--- src/rtl/traffic_lamp_monitor_if.sv ---
// Signal bundle between the four-way traffic controller (master) and traffic_lamp_monitor (slave).
interface traffic_lamp_monitor_if;
  logic [1:0] n_lights;
  logic [1:0] s_lights;
  logic [1:0] e_lights;
  logic [1:0] w_lights;
  logic       clr_fault;
  logic [2:0] n_lamp;
  logic [2:0] s_lamp;
  logic [2:0] e_lamp;
  logic [2:0] w_lamp;
  logic       fault;
  logic [1:0] fault_code;

  modport master (
    output n_lights, s_lights, e_lights, w_lights, clr_fault,
    input  n_lamp, s_lamp, e_lamp, w_lamp, fault, fault_code
  );

  modport slave (
    input  n_lights, s_lights, e_lights, w_lights, clr_fault,
    output n_lamp, s_lamp, e_lamp, w_lamp, fault, fault_code
  );
endinterface

--- src/rtl/traffic_lamp_monitor.sv ---
// Safety monitor behind the four-way traffic controller: registers light codes, drives one-hot lamps and
// latches conflict/illegal/watchdog faults into flashing red. Watchdog exists only with TRAFFIC_LAMP_WATCHDOG_EN.
module traffic_lamp_monitor #(
  parameter int INIT_CYCLES     = 4,
  parameter int CONFLICT_CYCLES = 2,
  parameter int WATCHDOG_CYCLES = 32,
  parameter int BLINK_DIV       = 8
) (
  input  logic                  clk,
  input  logic                  rst,
  traffic_lamp_monitor_if.slave bus
);

  typedef enum logic [1:0] {ST_INIT, ST_RUN, ST_FAULT} state_t;
  typedef enum logic [1:0] {
    FC_NONE     = 2'b00,
    FC_CONFLICT = 2'b01,
    FC_ILLEGAL  = 2'b10,
    FC_WATCHDOG = 2'b11
  } fault_code_t;

  localparam int INIT_W  = $clog2(INIT_CYCLES + 1);
  localparam int CONF_W  = $clog2(CONFLICT_CYCLES + 1);
  localparam int BLINK_W = $clog2(BLINK_DIV + 1);
  localparam logic [INIT_W-1:0]  INIT_MAX   = INIT_W'(INIT_CYCLES);
  localparam logic [CONF_W-1:0]  CONF_MAX   = CONF_W'(CONFLICT_CYCLES);
  localparam logic [BLINK_W-1:0] BLINK_LAST = BLINK_W'(BLINK_DIV - 1);
  localparam logic [2:0] LAMP_RED    = 3'b100;
  localparam logic [2:0] LAMP_YELLOW = 3'b010;
  localparam logic [2:0] LAMP_GREEN  = 3'b001;
  localparam logic [2:0] LAMP_OFF    = 3'b000;

  function automatic logic [2:0] decode_lamp(input logic [1:0] code);
    case (code)
      2'b00:   return LAMP_RED;
      2'b01:   return LAMP_YELLOW;
      2'b10:   return LAMP_GREEN;
      default: return LAMP_OFF;
    endcase
  endfunction

  // Approach index: 0 = north, 1 = south, 2 = east, 3 = west.
  logic [3:0][1:0]    w_codes;
  logic [3:0][1:0]    r_in_q;
  logic [3:0]         w_nonred;
  logic               w_illegal;
  logic               w_multi;
  logic               w_conf_hit;
  logic               w_wd_hit;
  logic               w_fault_now;
  logic [CONF_W-1:0]  r_conf_cnt;
  logic [CONF_W-1:0]  w_conf_inc;
  state_t             r_state;
  state_t             w_state_nxt;
  fault_code_t        r_code;
  fault_code_t        w_code_nxt;
  logic [INIT_W-1:0]  r_init_cnt;
  logic [INIT_W-1:0]  w_init_nxt;
  logic [BLINK_W-1:0] r_blink_cnt;
  logic [BLINK_W-1:0] w_blink_cnt_nxt;
  logic               r_blink;
  logic               w_blink_nxt;
  logic [3:0][2:0]    r_lamp;
  logic [3:0][2:0]    w_lamp_nxt;

  assign w_codes = {bus.w_lights, bus.e_lights, bus.s_lights, bus.n_lights};

  // NOTE: sequential state uses non-blocking assignments so every flop samples pre-edge values.
  always_ff @(posedge clk or posedge rst) begin
    if (rst) r_in_q <= '0;
    else     r_in_q <= w_codes;
  end

  always_comb begin
    w_illegal = 1'b0;
    w_nonred  = '0;
    for (int i = 0; i < 4; i++) begin
      w_nonred[i] = (r_in_q[i] != 2'b00);
      w_illegal   = w_illegal | (r_in_q[i] == 2'b11);
    end
    // Two or more bits set: clearing the lowest set bit leaves something behind.
    w_multi = ((w_nonred & (w_nonred - 4'd1)) != 4'd0);
    if (!w_multi)                    w_conf_inc = '0;
    else if (r_conf_cnt == CONF_MAX) w_conf_inc = r_conf_cnt;
    else                             w_conf_inc = r_conf_cnt + CONF_W'(1);
    w_conf_hit = w_multi && (w_conf_inc == CONF_MAX);
  end

`ifdef TRAFFIC_LAMP_WATCHDOG_EN
  localparam int WD_W = $clog2(WATCHDOG_CYCLES + 1);
  localparam logic [WD_W-1:0] WD_MAX = WD_W'(WATCHDOG_CYCLES);

  logic [3:0][WD_W-1:0] r_wd_cnt;
  logic [3:0][WD_W-1:0] w_wd_inc;

  always_comb begin
    w_wd_hit = 1'b0;
    w_wd_inc = '0;
    for (int i = 0; i < 4; i++) begin
      if (!w_nonred[i])               w_wd_inc[i] = '0;
      else if (r_wd_cnt[i] == WD_MAX) w_wd_inc[i] = r_wd_cnt[i];
      else                            w_wd_inc[i] = r_wd_cnt[i] + WD_W'(1);
      w_wd_hit = w_wd_hit | (w_wd_inc[i] == WD_MAX);
    end
  end

  always_ff @(posedge clk or posedge rst) begin
    if (rst)                                   r_wd_cnt <= '0;
    else if (r_state == ST_RUN && !w_fault_now) r_wd_cnt <= w_wd_inc;
    else                                       r_wd_cnt <= '0;
  end
`else
  logic w_unused_wd;
  assign w_wd_hit    = 1'b0;
  assign w_unused_wd = (WATCHDOG_CYCLES != 0);
`endif

  assign w_fault_now = (r_state == ST_RUN) && (w_illegal || w_conf_hit || w_wd_hit);

  always_ff @(posedge clk or posedge rst) begin
    if (rst)                                   r_conf_cnt <= '0;
    else if (r_state == ST_RUN && !w_fault_now) r_conf_cnt <= w_conf_inc;
    else                                       r_conf_cnt <= '0;
  end

  always_ff @(posedge clk or posedge rst) begin
    if (rst) begin
      r_state     <= ST_INIT;
      r_code      <= FC_NONE;
      r_init_cnt  <= '0;
      r_blink     <= 1'b1;
      r_blink_cnt <= '0;
      r_lamp      <= {4{LAMP_RED}};
    end else begin
      r_state     <= w_state_nxt;
      r_code      <= w_code_nxt;
      r_init_cnt  <= w_init_nxt;
      r_blink     <= w_blink_nxt;
      r_blink_cnt <= w_blink_cnt_nxt;
      r_lamp      <= w_lamp_nxt;
    end
  end

  // NOTE: every value driven here gets a default first, so no path can infer a latch.
  always_comb begin
    w_state_nxt     = r_state;
    w_code_nxt      = r_code;
    w_init_nxt      = '0;
    w_blink_nxt     = 1'b1;
    w_blink_cnt_nxt = '0;
    w_lamp_nxt      = {4{LAMP_RED}};
    case (r_state)
      ST_INIT: begin
        if (r_init_cnt + INIT_W'(1) == INIT_MAX) w_state_nxt = ST_RUN;
        else                                    w_init_nxt  = r_init_cnt + INIT_W'(1);
      end
      ST_RUN: begin
        if (w_fault_now) begin
          w_state_nxt = ST_FAULT;
          if (w_illegal)       w_code_nxt = FC_ILLEGAL;
          else if (w_conf_hit) w_code_nxt = FC_CONFLICT;
          else                 w_code_nxt = FC_WATCHDOG;
        end else begin
          for (int i = 0; i < 4; i++) w_lamp_nxt[i] = decode_lamp(r_in_q[i]);
        end
      end
      ST_FAULT: begin
        if (bus.clr_fault) begin
          w_state_nxt = ST_INIT;
          w_code_nxt  = FC_NONE;
        end else begin
          if (r_blink_cnt == BLINK_LAST) begin
            w_blink_nxt = ~r_blink;
          end else begin
            w_blink_nxt     = r_blink;
            w_blink_cnt_nxt = r_blink_cnt + BLINK_W'(1);
          end
          for (int i = 0; i < 4; i++) w_lamp_nxt[i] = {w_blink_nxt, 2'b00};
        end
      end
      default: w_state_nxt = ST_INIT;
    endcase
  end

  assign bus.n_lamp     = r_lamp[0];
  assign bus.s_lamp     = r_lamp[1];
  assign bus.e_lamp     = r_lamp[2];
  assign bus.w_lamp     = r_lamp[3];
  assign bus.fault      = (r_state == ST_FAULT);
  assign bus.fault_code = r_code;

endmodule
--- src/flat_wrapper.sv ---
// flat-port wrapper written by rule: the top's interface ports become plain ports
module traffic_lamp_monitor_flat 
#(
  parameter int INIT_CYCLES     = 4,
  parameter int CONFLICT_CYCLES = 2,
  parameter int WATCHDOG_CYCLES = 32,
  parameter int BLINK_DIV       = 8
)
  (clk, rst, bus_n_lights, bus_s_lights, bus_e_lights, bus_w_lights, bus_clr_fault, bus_n_lamp, bus_s_lamp, bus_e_lamp, bus_w_lamp, bus_fault, bus_fault_code);
  traffic_lamp_monitor_if bus_i ();
  input  logic clk;
  input  logic rst;
  input wire logic [$bits(bus_i.n_lights)-1:0] bus_n_lights;
  input wire logic [$bits(bus_i.s_lights)-1:0] bus_s_lights;
  input wire logic [$bits(bus_i.e_lights)-1:0] bus_e_lights;
  input wire logic [$bits(bus_i.w_lights)-1:0] bus_w_lights;
  input wire logic [$bits(bus_i.clr_fault)-1:0] bus_clr_fault;
  output wire logic [$bits(bus_i.n_lamp)-1:0] bus_n_lamp;
  output wire logic [$bits(bus_i.s_lamp)-1:0] bus_s_lamp;
  output wire logic [$bits(bus_i.e_lamp)-1:0] bus_e_lamp;
  output wire logic [$bits(bus_i.w_lamp)-1:0] bus_w_lamp;
  output wire logic [$bits(bus_i.fault)-1:0] bus_fault;
  output wire logic [$bits(bus_i.fault_code)-1:0] bus_fault_code;
  assign bus_i.n_lights = bus_n_lights;
  assign bus_i.s_lights = bus_s_lights;
  assign bus_i.e_lights = bus_e_lights;
  assign bus_i.w_lights = bus_w_lights;
  assign bus_i.clr_fault = bus_clr_fault;
  assign bus_n_lamp = bus_i.n_lamp;
  assign bus_s_lamp = bus_i.s_lamp;
  assign bus_e_lamp = bus_i.e_lamp;
  assign bus_w_lamp = bus_i.w_lamp;
  assign bus_fault = bus_i.fault;
  assign bus_fault_code = bus_i.fault_code;
  traffic_lamp_monitor #(.INIT_CYCLES(INIT_CYCLES), .CONFLICT_CYCLES(CONFLICT_CYCLES), .WATCHDOG_CYCLES(WATCHDOG_CYCLES), .BLINK_DIV(BLINK_DIV)) u_core (.clk(clk), .rst(rst), .bus(bus_i));
endmodule
--- config.mk ---
export PLATFORM = sky130hd
export DESIGN_NAME = traffic_lamp_monitor_flat
export DESIGN_NICKNAME = d
export VERILOG_FILES = /design/src/rtl/traffic_lamp_monitor_if.sv /design/src/rtl/traffic_lamp_monitor.sv /design/src/flat_wrapper.sv
export SDC_FILE = /design/constraint.sdc
export NUM_CORES = 1
export LEC_CHECK = 0
export CAP_MARGIN = 5
export CORE_MARGIN = 1.5
export CORE_UTILIZATION = 54
export CTS_BUF_LIST = sky130_fd_sc_hd__clkbuf_4
export DETAILED_ROUTE_END_ITERATION = 12
export MAX_ROUTING_LAYER = met4
export PLACE_DENSITY = 0.85
export SLEW_MARGIN = 10
export SYNTH_ARGS = -nofsm -noshare
export SYNTH_HDL_FRONTEND = slang
export SYNTH_SLANG_ARGS = --single-unit
--- constraint.sdc ---
create_clock -name clk -period 2.3 [get_ports clk]
set_input_delay 0.23 -clock clk [delete_from_list [all_inputs] [get_ports clk]]
set_output_delay 0.23 -clock clk [all_outputs]
set_load 0.05 [all_outputs]
==> results.md <==
- Diodes inserted: 0
- Max Clk Rate: 463 MHz
- CP arrival: 1.93 ns
- CTS Hold Bufs: 0
- Vias/cell: 5.48
- Core Box Area: 2540 um2
- CTS tree: yes
- Mux share of post-synthesis cell area: 1.76%
- Placer Congestion: 0.796
- Fin area: 1870 um2
- Die Width: 55.6 um
- Die ar.: 3090 um2
- Top post-synthesis cells by area: dfrtp_1 (49%), dfstp_2 (8.8%), ha_1 (6.7%), nor3b_2 (3.4%), nor3b_1 (2.0%)
- Die Height: 55.6 um
- FP Rows: 18
- Number of iterations in the first detailed-routing pass: 4
- Post-CTS resize count: 0
- Footprint of the multi-input gates: 611 um2
- Worst setup EP type: output pin
- Synth Area in XOR/XNOR: 1.76%
- Clock transition at path regs: 0.10 ns
- Via Count: 991
- Seq/Total Area, Yosys: 57.4%
- # port buffers: 25
- Synth warn: 0
- Nets: 169
- Synth area leader: dfrtp_1
- Worst Path Max Fanout: 5
- Setup WS post-layout: 0.142 ns
- Clock Tree Buf Depth: 2
- Power Total: 1.72 mW
- 1st-iter DRT viols: 15
- Power per cell area: 921 nW/um2
- Fillcell total: 173
- Most common cell after layout, fill and taps aside: dfrtp_1
- Cells on worst reg2reg path: 7
- Startpoint types: register
- Leakage: 0.817 nW
- CTS Buf Count: 5
- Max-slew violation count: 0
- Slew at the pin closest to its max-slew limit: 0.508 ns
- Drt total wl: 2530 um
- Share of layout cells above drive strength 1: 17.9%
- Endpoints failing hold: 0
- Synthesized area: 1490 um2
- Net Count, Synth: 136
- Mean post-synth cell area: 12.8 um2
- Reg2Reg Capture Point: u_core.bus.fault_code[0]$_DFFE_PP0P_
- Place WS: 0.356 ns
- Clock tree sinks: 34
- Vias in the first global route: 1024
- Max-cap violation count: 0
- Status: finished clean
- RSZ-0062 raised after global routing: no
- Worst skew pair latency: 0.33 ns
- Placed inst area: 1790 um2
- Gr ovfl total: 0
- Tmin final: 2.16 ns
- Largest net degree at the start of global routing: 35
- Sequential cell area: 857 um2
- Area growth from synthesis to layout: 25.0%
- Simple-gate share of the synthesized area: 19.1%
- Final setup vio count: 0
- CTS HTree Levels: 2
- Root Buffer: clkbuf_4
- Synth top area share: 48.6%
- Final core occ: 73.4%
- Layout Skew: 0.00407 ns
- Post-synth cell types: 38
- Most frequent cells in the layout: dfrtp_1 (29), clkdlybuf4s50_1 (25), ha_1 (8)
- Setup TNS: 0 ns
- Synthesized instance count: 117
- Internal reg-to-reg setup slack: 0.29 ns
- Synthesized flop and latch total: 34
- CP required: 2.07 ns
- Reg2reg start: u_core.r_conf_cnt[0]$_DFF_PP0_
- Top Ports: 26
- Wirelength per Cell: 14.0 um
- Initial antenna violation count: 0
- Main combinational cell family by area after synthesis: simple AND/OR/NAND/NOR gates
- Area fraction in compound gates after synthesis: 10.9%
- Kind of critical path: register to output pin
- DP Wirelength: 1900 um
- DRC: 0
- Synth Area in Adders: 7.37%
- Max-slew headroom: 66.0%
- Total setup buffers inserted after CTS: 0
- Peak VDD IR: 763 uV
- Initial Utilization: 58.7%
- Antenna Nets Post-Route: 0
- Total track usage: 19.6%
- First-pass GRT wire length: 4510 um
- Worst hold path type: primary input to async pin
- Tcrit/Tclk final: 93.8%
==> sequential cells by signal, indices dropped and copies added (netlist names) <==
name / count
u_core.r_init_cnt: 3
u_core.r_conf_cnt: 2
u_core.bus.n_lamp: 3
u_core.bus.e_lamp: 3
u_core.bus.w_lamp: 3
u_core.bus.fault_code: 2
u_core.r_blink: 1
u_core.r_in_q: 8
u_core.r_state: 2
u_core.bus.s_lamp: 3
u_core.r_blink_cnt: 4
==> critical path: stages (launching register included) <==
cell and delay (ns):
dfrtp_1 0.41, inv_1 0.11, ha_1 0.24, clkdlybuf4s50_1 0.83
==> logic make-up (layout without fill, tap and decap cells) <==
family          Yosys count  in the layout
fa+ha+maj                 9              9
flops                    34             34
compound gates           20             20
mux                       2              2
simple gates             42             42
buf+inv                   7             41
xor+xnor                  3              3
==> Yosys cell counts, drive strengths merged <==
master and instances:
o21ai 4, a31oi 1, nor3b 8, or2 1
mux2 2, a211oi 2, nor4 1, nor2b 1
and3b 2, nor3 4, nand3b 1, and3 3
a22o 1, a32oi 2, inv 7, xor2 2
o22ai 1, o31ai 3, a21boi 1, a22oi 2
o31a 1, dfstp 5, nand2b 3, nor2 9
xnor2 1, and2 3, nand2 5, dfrtp 29
nand3 1, a21oi 2, ha 8, maj3 1
==> routing by layer <==
metal  global-route usage (%)  share of wire, %  up-vias
met5                        -                 0        -
li1                         -                 -      478
met1                     22.9                44      481
met2                     31.0                50       23
met4                     10.8               2.3        0
met3                     5.12               3.7        9
==> per-stage QoR <==
step           hold WS, ns  std cells
2_1_floorplan        0.261        117
3_3_place_gp         0.450        173
3_5_place_dp         0.470        173
4_1_cts              0.291        181
5_1_grt              0.319        181
6_report             0.293        181
==> where the power goes <==
group | internal (mW) | switching [mW]
clock network | 0.225 | 0.192
logic | 0.218 | 0.334
registers | 0.697 | 0.0529
total | 1.14 | 0.578
==> layout make-up <==
cell class / count / area share, %
clock inverter: 3 / 2.14
timing repair buffer: 26 / 13.8
sequential: 34 / 45.9
multi-input combinational: 76 / 32.7
inverter: 7 / 1.41
clock buffer: 5 / 2.01
tap: 30 / 2.01
==> how the worst max path moves through the flow <==
stage                                   startpoint                                   end  slack (ns)  cells after the start
finish               u_core.r_state[0]$_DFFE_PP0P_                             bus_fault        0.14                      3
global route         u_core.r_state[0]$_DFFE_PP0P_                             bus_fault        0.06                      3
CTS                  u_core.r_state[0]$_DFFE_PP0P_                             bus_fault        0.13                      3
detailed placement  u_core.r_conf_cnt[0]$_DFF_PP0_  u_core.bus.fault_code[0]$_DFFE_PP0P_        0.36                      7
global placement    u_core.r_conf_cnt[0]$_DFF_PP0_  u_core.bus.fault_code[0]$_DFFE_PP0P_        0.44                      7
floorplan            u_core.r_state[0]$_DFFE_PP0P_         u_core.r_state[1]$_DFFE_PP0P_        0.48                      6
Power figures use the tool's default switching activity.
==> patch, RTL diff (same settings) <==
Build with the macro `TRAFFIC_LAMP_WATCHDOG_EN` defined.
--- a/src/rtl/traffic_lamp_monitor.sv
+++ b/src/rtl/traffic_lamp_monitor.sv
@@ -1,4 +1,6 @@
 // Safety monitor behind the four-way traffic controller: registers light codes, drives one-hot lamps and
 // latches conflict/illegal/watchdog faults into flashing red. Watchdog exists only with TRAFFIC_LAMP_WATCHDOG_EN.
+`define TRAFFIC_LAMP_WATCHDOG_EN
+
 module traffic_lamp_monitor #(
   parameter int INIT_CYCLES     = 4,
Check against the original RTL: no difference found for any inputs over 10 cycles, from zero or initial values and one cycle with rst high; that may be too few to reach the edited logic, so the function may still have changed.
==> patch against the unedited design <==
  * Sequential cell count rose by 24
  * Total power increased by 70%
  * Routed wire length rose by 140%
  * Synthesized area rose by 110%
  * Cell area increased by 96%
  * Synthesized cell count up 150%
  * Setup slack improved by 0.0057 ns
  * Worst hold slack lost 0.12 ns
  * First-iteration DRC count grew to 11 times the old value
  * Register-to-register slack worse by 0.14 ns
  * Die area up 100%
==> patch: results <==
outcome:
  status: "complete, no violations"
cells_and_area:
  top_regs: "u_core.r_wd_cnt: 24 flops, u_core.r_in_q: 8 flops, u_core.r_blink_cnt: 4 flops"
  drive_gt1_share_pct: 17.7
  nets: 367
  largest_register: "u_core.r_wd_cnt"
  diodes: 0
timing:
  whs_ns: 0.170
  clock.fmax_ghz: 0.465
  max_slew_margin_pct: 65.3
  final-setup-viol-count: 0
  fin_worst_skew_ns: 0.0116
clock_network:
  insertion_delay_ns: 0.41
  cts_buffers: 9
  clockBufferDepth: 2
  cts-root-buf: "clkbuf_4"
  cts_max_level: 3
place:
  portBuffers: 25
  dp_slack_ns: 0.0879
  hpwl_um: 4420
  postPlaceCellArea_mm2: 0.00352
  gp_congestion: 0.862
  place_inst: 400
worst_setup_path:
  reg2regPathDepth: 9
  cp_slowest_stage_delay_ns: 0.39
  startpoint_type: "flip-flop"
  timing.rr.start: "u_core.r_wd_cnt[6]$_DFF_PP0_"
  cp_max_fo: 13
  cp-end-kind: "flip-flop"
  worst-r2r-setup-slack_ns: 0.15
  path_delay_family: "simple AND/OR/NAND/NOR gates"
  r2r_end: "u_core.bus.w_lamp[0]$_DFF_PP0_"
  critPathSlowestCell: "dfrtp_1"
  worstPathArrival_ns: 2.46
global_route:
  grt_pass1_wl_um: 10600
  grt_pass1_vias: 2347
  track_usage_pct: 23.1
  grt_max_degree: 59
logic_synthesis:
  async_flop_share_pct: 100
  yosysWarnings: 0
  syn-num-nets: 319
  ys_top_cells_by_count: "dfrtp_1 (53), nor3_1 (23), nand2_1 (21), inv_1 (20), ha_1 (16)"
  seq_area_frac_synth_pct: 47.3
  syn_avg_cell_area_um2: 10.6
  synth_cell_types: 51
  synth_area_leaders: "dfrtp_1 (43%), ha_1 (6.5%), dfstp_2 (4.3%)"
power:
  internal_power_mw: 1.76
  pwr-share-clk_pct: 21.4
  p_leak_nw: 1.67
  power_frac_comb_pct: 36.1
  power_switching_mw: 1.16
  irDropWorstVdd_mv: 0.582
route:
  dr.first_iter.drc_count: 169
  routedWlPerCell_um: 14.8
  vias: 2358
  finalWirelength_um: 6150
  dr.pass1.iters: 4
min_path:
  worst_hold_path_type: "in -> async"
-- patch: cell count changes in the layout (fill, tap and decap cells not counted), sizes merged, moves of 6 or more --
cell | unedited run | this run
o21ai | 4 | 10
dfrtp | 29 | 53
xor2 | 2 | 12
a211oi | 2 | 13
xnor2 | 1 | 9
ha | 8 | 16
nand2 | 5 | 21
buf | 1 | 18
o211ai | 0 | 6
and4 | 0 | 7
inv | 7 | 22
nor3 | 4 | 23
nand3 | 1 | 14
nor2 | 9 | 15
-- patch: layout make-up --
| class | count | area, um2 |
|---|---|---|
| flip-flops and latches | 58 | 1460 |
| fillers | 415 | 1840 |
| inverters | 21 | 78.8 |
| well taps | 72 | 90.1 |
| repair buffers | 43 | 404 |
| clock buffers | 9 | 67.6 |
| multi-input cells | 207 | 1520 |
| clock inverters | 7 | 45.0 |
-- patch: logic make-up after synthesis --
group / count (synthesis) / share of synthesized area [%]
simple gates: 122 / 22.9
mux: 1 / 0.325
buf+inv: 27 / 3.93
compound gates: 46 / 12.8
xor+xnor: 21 / 5.96
flops: 58 / 47.3
fa+ha+maj: 17 / 6.82
-- patch: timing repair --
item / in CTS / in global routing
buffers inserted: 0 / 1
hold endpoints to repair: 0 / 0
gates resized for setup: 0 / 9
setup endpoints to repair: 0 / 14
-- patch: routing by layer --
layer / wire length, um / GRT usage, % / share of wire, % / vias up
met1: 2790 / 28.3 / 45 / 1154
met5: 0 / - / 0 / -
li1: - / - / - / 1155
met2: 3070 / 36.4 / 50 / 41
met4: 68 / 7.14 / 1.1 / 0
met3: 224 / 7.44 / 3.6 / 8
